--- src/rtl/spi_mst_mc.sv ---
// Multi-channel SPI master on the MCU peripheral bus: software chip selects, all
// four CPOL/CPHA modes, MSB/LSB-first and a maskable transfer-done interrupt.
module spi_mst_mc #(
    parameter int         NCS     = 2,
    parameter logic [7:0] DIV_RST = 8'd124
) (
    input  logic           clk_i,
    input  logic           mcu_rst_i,
    input  logic           mcu_cs_i,
    input  logic           mcu_wr_i,
    input  logic           mcu_rd_i,
    input  logic [7:0]     mcu_addr_i8,
    input  logic [7:0]     mcu_wrdat_i8,
    output logic [7:0]     mcu_rddat_o8,
    output logic           mcu_int_o,
    output logic           spi_sck_o,
    output logic           spi_mosi_o,
    input  logic           spi_miso_i,
    output logic [NCS-1:0] spi_ncs_o
);

    typedef enum logic [1:0] {
        IDLE    = 2'd0,
        SHIFT   = 2'd1,
        DONE_ST = 2'd2
    } state_t;

    function automatic logic [7:0] bit_rev8(input logic [7:0] v);
        logic [7:0] r;
        for (int i = 0; i < 8; i++) begin
            r[i] = v[7-i];
        end
        return r;
    endfunction

    logic           wr_meta_r, wr_sync_r, wr_prev_r;
    logic           rd_meta_r, rd_sync_r, rd_prev_r;
    logic           wr_pulse_s, rd_pulse_s;
    logic [3:0]     addr_s;
    logic           wr_data_s, wr_ctrl_s, wr_div_s, wr_cs_s, wr_stat_s, rd_data_s;
    logic [3:0]     ctrl_r;
    logic [7:0]     div_r;
    logic [NCS-1:0] cs_r;
    logic [7:0]     rx_r;
    logic           done_r, ovr_r, int_r;
    state_t         state_r, state_nxt_s;
    logic           busy_s, load_s, tick_s, finish_s;
    logic [7:0]     cnt_r;
    logic [4:0]     edge_r;
    logic [4:0]     edge_nxt_s;
    logic           lead_s, drive_s, sample_s;
    logic [7:0]     shift_r, rxsh_r, tx_val_s;
    logic           sck_r, mosi_r;
    logic [7:0]     rddat_s;
    logic           unused_addr_s;

    assign unused_addr_s = ^mcu_addr_i8[7:4];
    assign addr_s        = mcu_addr_i8[3:0];

    // Two-flop synchronisers plus edge detectors for the asynchronous bus strobes
    always_ff @(posedge clk_i or negedge mcu_rst_i) begin
        if (!mcu_rst_i) begin
            wr_meta_r <= 1'b0; wr_sync_r <= 1'b0; wr_prev_r <= 1'b0;
            rd_meta_r <= 1'b0; rd_sync_r <= 1'b0; rd_prev_r <= 1'b0;
        end else begin
            wr_meta_r <= mcu_wr_i & mcu_cs_i;
            wr_sync_r <= wr_meta_r;
            wr_prev_r <= wr_sync_r;
            rd_meta_r <= mcu_rd_i & mcu_cs_i;
            rd_sync_r <= rd_meta_r;
            rd_prev_r <= rd_sync_r;
        end
    end

    assign wr_pulse_s = wr_sync_r & ~wr_prev_r;
    assign rd_pulse_s = rd_sync_r & ~rd_prev_r;
    assign wr_data_s  = wr_pulse_s & (addr_s == 4'h0);
    assign wr_ctrl_s  = wr_pulse_s & (addr_s == 4'h1);
    assign wr_div_s   = wr_pulse_s & (addr_s == 4'h2);
    assign wr_cs_s    = wr_pulse_s & (addr_s == 4'h3);
    assign wr_stat_s  = wr_pulse_s & (addr_s == 4'h4);
    assign rd_data_s  = rd_pulse_s & (addr_s == 4'h0);

    // FSM state register
    always_ff @(posedge clk_i or negedge mcu_rst_i) begin
        if (!mcu_rst_i) begin
            state_r <= IDLE;
        end else begin
            state_r <= state_nxt_s;
        end
    end

    // FSM next-state logic; the last half-period tick of edge 16 ends the shift
    always_comb begin
        state_nxt_s = state_r;
        case (state_r)
            IDLE: begin
                if (wr_data_s) state_nxt_s = SHIFT;
                else           state_nxt_s = IDLE;
            end
            SHIFT: begin
                if ((cnt_r == div_r) && (edge_r == 5'd15)) state_nxt_s = DONE_ST;
                else                                       state_nxt_s = SHIFT;
            end
            DONE_ST: state_nxt_s = IDLE;
            default: state_nxt_s = IDLE;
        endcase
    end

    // FSM outputs; DONE_ST still counts as busy so a write landing there is refused
    always_comb begin
        busy_s   = 1'b0;
        load_s   = 1'b0;
        tick_s   = 1'b0;
        finish_s = 1'b0;
        case (state_r)
            IDLE:    load_s = wr_data_s;
            SHIFT: begin
                busy_s = 1'b1;
                tick_s = (cnt_r == div_r);
            end
            DONE_ST: begin
                busy_s   = 1'b1;
                finish_s = 1'b1;
            end
            default: busy_s = 1'b0;
        endcase
    end

    assign edge_nxt_s = edge_r + 5'd1;
    assign lead_s     = edge_nxt_s[0];
    assign drive_s    = tick_s & (ctrl_r[0] ? lead_s : (~lead_s & (edge_nxt_s != 5'd16)));
    assign sample_s   = tick_s & (ctrl_r[0] ? ~lead_s : lead_s);
    assign tx_val_s   = ctrl_r[2] ? bit_rev8(mcu_wrdat_i8) : mcu_wrdat_i8;

    // Shift datapath; with CPHA=0 bit 7 goes out at load, so the register is preshifted
    always_ff @(posedge clk_i or negedge mcu_rst_i) begin
        if (!mcu_rst_i) begin
            cnt_r   <= 8'd0;
            edge_r  <= 5'd0;
            shift_r <= 8'd0;
            rxsh_r  <= 8'd0;
            mosi_r  <= 1'b1;
            sck_r   <= 1'b0;
        end else if (load_s) begin
            cnt_r   <= 8'd0;
            edge_r  <= 5'd0;
            rxsh_r  <= 8'd0;
            sck_r   <= ctrl_r[1];
            if (ctrl_r[0]) begin
                shift_r <= tx_val_s;
            end else begin
                shift_r <= {tx_val_s[6:0], 1'b0};
                mosi_r  <= tx_val_s[7];
            end
        end else if (state_r == SHIFT) begin
            if (tick_s) begin
                cnt_r  <= 8'd0;
                edge_r <= edge_nxt_s;
                sck_r  <= ~sck_r;
            end else begin
                cnt_r  <= cnt_r + 8'd1;
            end
            if (drive_s) begin
                mosi_r  <= shift_r[7];
                shift_r <= {shift_r[6:0], 1'b0};
            end
            if (sample_s) begin
                rxsh_r <= {rxsh_r[6:0], spi_miso_i};
            end
        end else begin
            sck_r <= ctrl_r[1];
        end
    end

    // Configuration registers; CTRL/DIV are frozen during a transfer, CS never is
    always_ff @(posedge clk_i or negedge mcu_rst_i) begin
        if (!mcu_rst_i) begin
            ctrl_r <= 4'd0;
            div_r  <= DIV_RST;
            cs_r   <= '0;
        end else begin
            if (wr_ctrl_s && !busy_s) ctrl_r <= mcu_wrdat_i8[3:0];
            if (wr_div_s && !busy_s)  div_r  <= mcu_wrdat_i8;
            if (wr_cs_s)              cs_r   <= mcu_wrdat_i8[NCS-1:0];
        end
    end

    // Status flags, RX capture and interrupt; setting a flag wins over clearing it
    always_ff @(posedge clk_i or negedge mcu_rst_i) begin
        if (!mcu_rst_i) begin
            rx_r   <= 8'd0;
            done_r <= 1'b0;
            ovr_r  <= 1'b0;
            int_r  <= 1'b0;
        end else begin
            if (finish_s) rx_r <= ctrl_r[2] ? bit_rev8(rxsh_r) : rxsh_r;
            if (finish_s)       done_r <= 1'b1;
            else if (rd_data_s) done_r <= 1'b0;
            if ((wr_data_s | wr_ctrl_s | wr_div_s) && busy_s) ovr_r <= 1'b1;
            else if (wr_stat_s && mcu_wrdat_i8[2])            ovr_r <= 1'b0;
            int_r <= ctrl_r[3] & done_r;
        end
    end

    // Combinational read mux, quiet unless the CPU is actively reading this block
    always_comb begin
        rddat_s = 8'h00;
        if (mcu_cs_i && mcu_rd_i) begin
            case (addr_s)
                4'h0:    rddat_s = rx_r;
                4'h1:    rddat_s = {4'b0000, ctrl_r};
                4'h2:    rddat_s = div_r;
                4'h3:    rddat_s = 8'(cs_r);
                4'h4:    rddat_s = {5'b00000, ovr_r, done_r, busy_s};
                default: rddat_s = 8'h00;
            endcase
        end else begin
            rddat_s = 8'h00;
        end
    end

    assign mcu_rddat_o8 = rddat_s;
    assign mcu_int_o    = int_r;
    assign spi_sck_o    = sck_r;
    assign spi_mosi_o   = mosi_r;
    assign spi_ncs_o    = ~cs_r;

endmodule

--- config.mk ---
export PLATFORM = sky130hd
export DESIGN_NAME = spi_mst_mc
export DESIGN_NICKNAME = d
export VERILOG_FILES = /design/src/rtl/spi_mst_mc.sv
export SDC_FILE = /design/constraint.sdc
export NUM_CORES = 1
export LEC_CHECK = 0
export ABC_AREA = 1
export BUFFER_PORTS_ARGS = -buffer_cell sky130_fd_sc_hd__buf_2
export CORE_UTILIZATION = 59
export CTS_CLUSTER_DIAMETER = 150
export DETAILED_ROUTE_END_ITERATION = 8
export GPL_ROUTABILITY_DRIVEN = 0
export PLACE_DENSITY = 0.8
export SLEW_MARGIN = 20
export SYNTH_ARGS = -nofsm -noshare
export SYNTH_HDL_FRONTEND = slang
export SYNTH_SLANG_ARGS = --single-unit
export TNS_END_PERCENT = 20
--- constraint.sdc ---
create_clock -name clk_i -period 1.99 [get_ports clk_i]
set_input_delay 0.0995 -clock clk_i [delete_from_list [all_inputs] [get_ports clk_i]]
set_output_delay 0.0995 -clock clk_i [all_outputs]
set_load 0.02 [all_outputs]
* After elaboration in Yosys (flattened, before gate mapping)
Cells that the tools add are included.
** Operators by class
- Multiplexer cells :: 37
- Reduce and logical (&&, ||, !) cells :: 20
- Add/sub/neg operators :: 2
- Order comparisons :: 0
- Bitwise operators :: 21
- Shift operators :: 0
- Equal/unequal tests :: 11
- Divide/modulo/power cells :: 0
- $mul :: 0
** Operators by type and width (count)
- two-way mux 8 bit :: 13
- case mux 8 bit (5 select lines) :: 1
- two-way mux 1 bit :: 18
- two-way mux 5 bit :: 3
- AND 1 bit :: 14
- nonzero test 2 bit :: 6
- adder 8 x 1 -> 8 bit (second input constant) :: 1
- == test 4 x 2 -> 1 bit (second input constant) :: 2
- == test 8 bit :: 1
- logical AND 1 bit :: 6
- AND reduction 2 bit :: 3
- adder 5 x 1 -> 5 bit (second input constant) :: 1
- == test 5 x 4 -> 1 bit (second input constant) :: 1
- inequality test 5 bit (second input constant) :: 1
- == test 4 x 1 -> 1 bit (second input constant) :: 1
- == test 4 x 3 -> 1 bit (second input constant) :: 1
- logical NOT 4 bit :: 1
- NOT 1 bit :: 4
- case mux 2 bit (2 select lines) :: 1
- inequality test 3 bit (second input constant) :: 1
- AND reduction 3 bit :: 1
- == test 2 x 1 -> 1 bit (second input constant) :: 1
- == test 2 bit (second input constant) :: 1
- logical NOT 2 bit :: 1
- 6 further kinds :: 7
** Storage, ports and cells
- Bits in registers :: 64
- Latch bits :: 0
- Memory bits (writable) :: 0
- Memories kept :: 0
- ROM bits :: 0
- Output and inout bits :: 13
- Bits of input ports :: 22

* Longest topological paths before layout
- Depth in word-level cells :: 8
- Mapped depth :: 11
- Depth with buffers taken out :: 11

* Worst setup path before layout
No wires, ideal clock.
- Path type :: register to register
- Start point :: reg edge_r[0]
- End point :: reg shift_r[1]
- Buffers on the path :: 0
- Library setup time :: 0.065 ns
- Setup slack :: 0.313 ns
- Data arrival time :: 1.612 ns
- Stages on the path, launching flop included :: 12
- Required time :: 1.925 ns
- Path through :: dfrtp_1 > ha_1 > nand2_1 > nor2_1 > ha_1 > nor3_1 > nand2_1 > nand2_1 > nand2_4 > nand2_4 > nand2_1 > nand2_1
** Between the ends
- Cells in the longest elaborated chain, start to end :: 7
- Elaborated cells on any way between the ends :: 8
** Ends and longest elaborated chain
- start: declaration :: RTL line 49 : logic [4:0] edge_r;
- start signal: assignment :: RTL line 159 : edge_r <= edge_nxt_s;
- adder 5 x 1 -> 5 bit * :: RTL line 130 : assign edge_nxt_s = edge_r + 5'd1;
- inequality test 5 bit or NOT 1 bit (tied branches) :: RTL line 132 : assign drive_s = tick_s & (ctrl_r[0] ? lead_s : (~lead_s & (edge_nxt_s != 5'd16)));
- AND 1 bit :: RTL line 132
- two-way mux 1 bit * :: RTL line 132
- AND 1 bit * :: RTL line 132
- nonzero test 2 bit (no line) *
- AND reduction 2 bit (no line) *
- end signal: assignment :: RTL line 151 : shift_r <= tx_val_s;
- end signal: assignment :: RTL line 153 : shift_r <= {tx_val_s[6:0], 1'b0};
- end signal: assignment :: RTL line 166 : shift_r <= {shift_r[6:0], 1'b0};
- end: declaration :: RTL line 52 : logic [7:0] shift_r, rxsh_r, tx_val_s;
Mark *: on every way between the ends. The rest lies on a longest branch, timed or not.
A chain may end at the register's enable or synchronous reset.

* Worst setup path in the final report
- Start point :: reg state_r[0]
- End point :: out mcu_rddat_o8[0]
** Between the ends
- Cells in the longest elaborated chain, start to end :: 5
- Elaborated cells on any way between the ends :: 6
** Ends and longest elaborated chain
- start: declaration :: RTL line 46 : state_t state_r, state_nxt_s;
- start signal: assignment :: RTL line 89 : state_r <= state_nxt_s;
- == test 2 x 1 -> 1 bit or == test 2 bit (tied branches) :: RTL line 116 : case (state_r)
- OR reduction 2 bit (no line) *
- two-way mux 1 bit * :: RTL line 116
- case mux 8 bit (5 select lines) * :: RTL line 210 : case (addr_s)
- two-way mux 8 bit * :: RTL line 209 : if (mcu_cs_i && mcu_rd_i) begin
- end: declaration :: RTL line 14 : output logic [7:0] mcu_rddat_o8,
Marks and branches as above.

==> results.md <==
- Syn Inst Count: 430
- Net Sw Frac: 0.356
- Total die area: 0.00614 mm^2
- Status: finished clean
- Clk_lat worst skew: 0.35 ns
- TritonCTS clock tree: yes
- Fmax: 541 MHz
- Pwr dens: 972 mW/mm^2
- Pre-Repair DR Iteration Count: 4
- Buffers on Ports: 30
- Yosys reg bits: 64
- Internal power: 2440 uW
- Syn Area/Cell: 8.00 um^2
- Core area: 0.00557 mm^2
- Final wirelength: 7310 um
- Post-synth top area share: 0.422
- Share of cells above drive strength 1: 0.175
- Worst Path Max Fanout: 3
- Fillers: 477
- Detailed placement HPWL: 5240 um
- Sequential cell area fraction in the yosys report: 0.468
- Routed via count: 2919
- Total grt overflow: 0
- Hold WS: 0.0210 ns
- Comb power frac: 0.239
- Wirelength per Cell: 13.4 um
- Critical path, cell by cell: inv_1 > ha_1 > inv_1 > o22ai_1 > a211oi_1 > nor2_1 > buf_2
- RSZ-0062 raised after global routing: false
- Critical path class: reg2out
- Syn-to-layout area delta: 13.2%
- CP Data Required Time: 1.89 ns
- Clk pwr share: 0.298
- Row Count: 27
- Hold Path Class: in2reg
- Clk_skew: 0.00894 ns
- Crit path largest cell delay: 0.35 ns
- Number of placed I/O pins: 35
- Dominant synthesized flop cell: dfrtp_1
- Initial antenna violation count: 0
- Most common cell after layout, fill and taps aside: nand2_1
- Setup TNS Final: 0 ns
- YS warnings: 0
- DRT antenna net count: 0
- WP data arrival: 1.75 ns
- Post-Layout Cell Count: 546
- Vias in the first global route: 2733
- Nets@finish: 497
- Setup crit end kind: output pin
- First-pass GRT wire length: 12200 um
- Clock root buffer: clkbuf_8
- Async S/R FF share, synth: 1.00
- CTS Buffer Depth: 2
- Setup bufs post-CTS: 0
- Post-DR vias/cell: 5.35
- Yosys top cell by area: dfrtp_1
- Synthesized Nets: 458
- Pin count of the biggest net entering global routing: 38
- Worst IR drop on VDD: 0.000703 V
- Switching power: 1350 uW
- Tightest Pin Transition: 0.670 ns
- Seq pwr share: 0.463
- Cell variety after synth: 37
- CTS buffer count: 9
- CP dominant cell by count: inv_1
- Clock-pin slew on the worst setup and hold paths: 0.08 ns
- Number of flops mapped to enable cells by yosys: 0
- Slew headroom: 0.553
- Placed cells: 523
- ANT cells: 0
- Final Hold Fails: 0
- Leakage: 0.00192 uW
- Final worst setup slack: 0.142 ns
- Final setup fails: 0
- Setup slack at placement: 0.167 ns
- Tot GR Track Use: 0.262
- Synth area leaders: dfrtp_1, nand2_1, nand3_1
- CP Launch Type: flop
- MaxCap Viol Count: 0
- Post-synthesis cell area: 0.00344 mm^2
- # H-tree levels: 3
- Die height: 78.4 um
- Final period util: 0.929
- Commonest non-fill, non-tap cells in the layout: nand2_1, dfrtp_1, inv_1
- Initial Util: 0.617
- Slowest stage cell, crit path: dfrtp_1
- Violation count after the first detailed-route iteration: 137
- Fin crit period: 1.85 ns
- DRC: 0
- Register area: 0.00161 mm^2
- Multi-input gate area: 0.00156 mm^2
- Fin. max-slew vios: 0
- CTS sink cnt: 64
- Die W: 78.4 um
-- worst paths after layout --
check                                 from         endpoint  slack [ns]  cells past startpoint
min in group asynchronous        mcu_rst_i          cs_r[0]        0.31                      2
min reg2reg                      wr_meta_r        wr_sync_r        0.37                      0
min                        mcu_wrdat_i8[7]         div_r[7]        0.02                      2
max in group asynchronous        mcu_rst_i       spi_mosi_o        0.98                      3
max                             state_r[0]  mcu_rddat_o8[0]        0.14                      7
max reg2reg                      edge_r[0]       shift_r[1]        0.15                     11
-- layer usage --
layer / vias to the layer above / track usage / wire (um)
met1: 1366 / 0.330 / 3360
met3: 21 / 0.0512 / 349
li1: 1463 / - / -
met5: - / 0 / 0
met2: 69 / 0.426 / 3420
met4: 0 / 0.141 / 180
-- layout make-up --
| class | count | share of cell area |
|---|---|---|
| clock buffer | 9 | 0.0318 |
| clock inverter | 7 | 0.0183 |
| inverter | 47 | 0.0466 |
| multi-input combinational | 306 | 0.400 |
| sequential | 64 | 0.413 |
| tap | 72 | 0.0231 |
| timing repair buffer | 41 | 0.0675 |
-- worst max-delay path, delay by kind of cell, from the launching register on --
kind | cells | cell delay, ns
buffers and inverters | 3 | 0.36
DFF | 1 | 0.35
adders and majority gates | 1 | 0.33
and+or+nand+nor | 1 | 0.07
AOI/OAI and AO/OA | 2 | 0.29
-- registers in the layout, indices dropped and copies added, names as in the netlist, 2 cells and up --
signal,flops
cnt_r,8
div_r,8
rx_r,8
rxsh_r,8
shift_r,8
edge_r,5
ctrl_r,4
cs_r,2
state_r,2
-- power groups by stage --
stage | Clock, uW | Combinational (uW) | Sequential [uW]
after detailed placement | 0 | 887 | 1770
final | 1130 | 904 | 1750
after global placement | 0 | 858 | 1760
after global routing | 1180 | 1030 | 1780
after floorplan | 0 | 729 | 1700
after CTS | 1130 | 904 | 1750
-- per-stage QoR --
| stage | instance area, um^2 | total power [uW] | utilization |
|---|---|---|---|
| after floorplan | 3440 | 2420 | - |
| after global placement | 3630 | 2620 | 0.651 |
| after detailed placement | 3630 | 2660 | 0.651 |
| after CTS | 3890 | 3780 | 0.698 |
| after global routing | 3890 | 3990 | 0.699 |
| final | 3890 | 3780 | 0.699 |
-- Yosys cell counts, types with 3 or more instances --
| master | number |
|---|---|
| a31oi_1 | 6 |
| inv_2 | 4 |
| ha_1 | 6 |
| nand3_1 | 32 |
| nor3_1 | 3 |
| o21ai_0 | 26 |
| inv_1 | 41 |
| xnor2_1 | 5 |
| nor2_2 | 7 |
| dfrtp_1 | 58 |
| nor2_1 | 17 |
| clkbuf_1 | 5 |
| o22ai_1 | 7 |
| a21oi_1 | 6 |
| nand2_1 | 148 |
| buf_6 | 6 |
| xor2_1 | 7 |
| o21ai_1 | 11 |
| dfstp_2 | 6 |
| nand2_4 | 3 |
-- what timing repair did --
action	CTS	global route
resized for setup	0	2
hold buffers	7	0
endpoints found under the hold margin	32	0
endpoints found under the setup margin	0	8
-- logic make-up after synthesis --
kind of cell,count (synthesis),share of synthesized area
xor+xnor,13,0.0353
mux,1,0.00327
simple gates,223,0.289
flops,64,0.468
buf+inv,60,0.0807
fa+ha+maj,6,0.0218
compound gates,63,0.103
(Power assumes the default switching activity.)
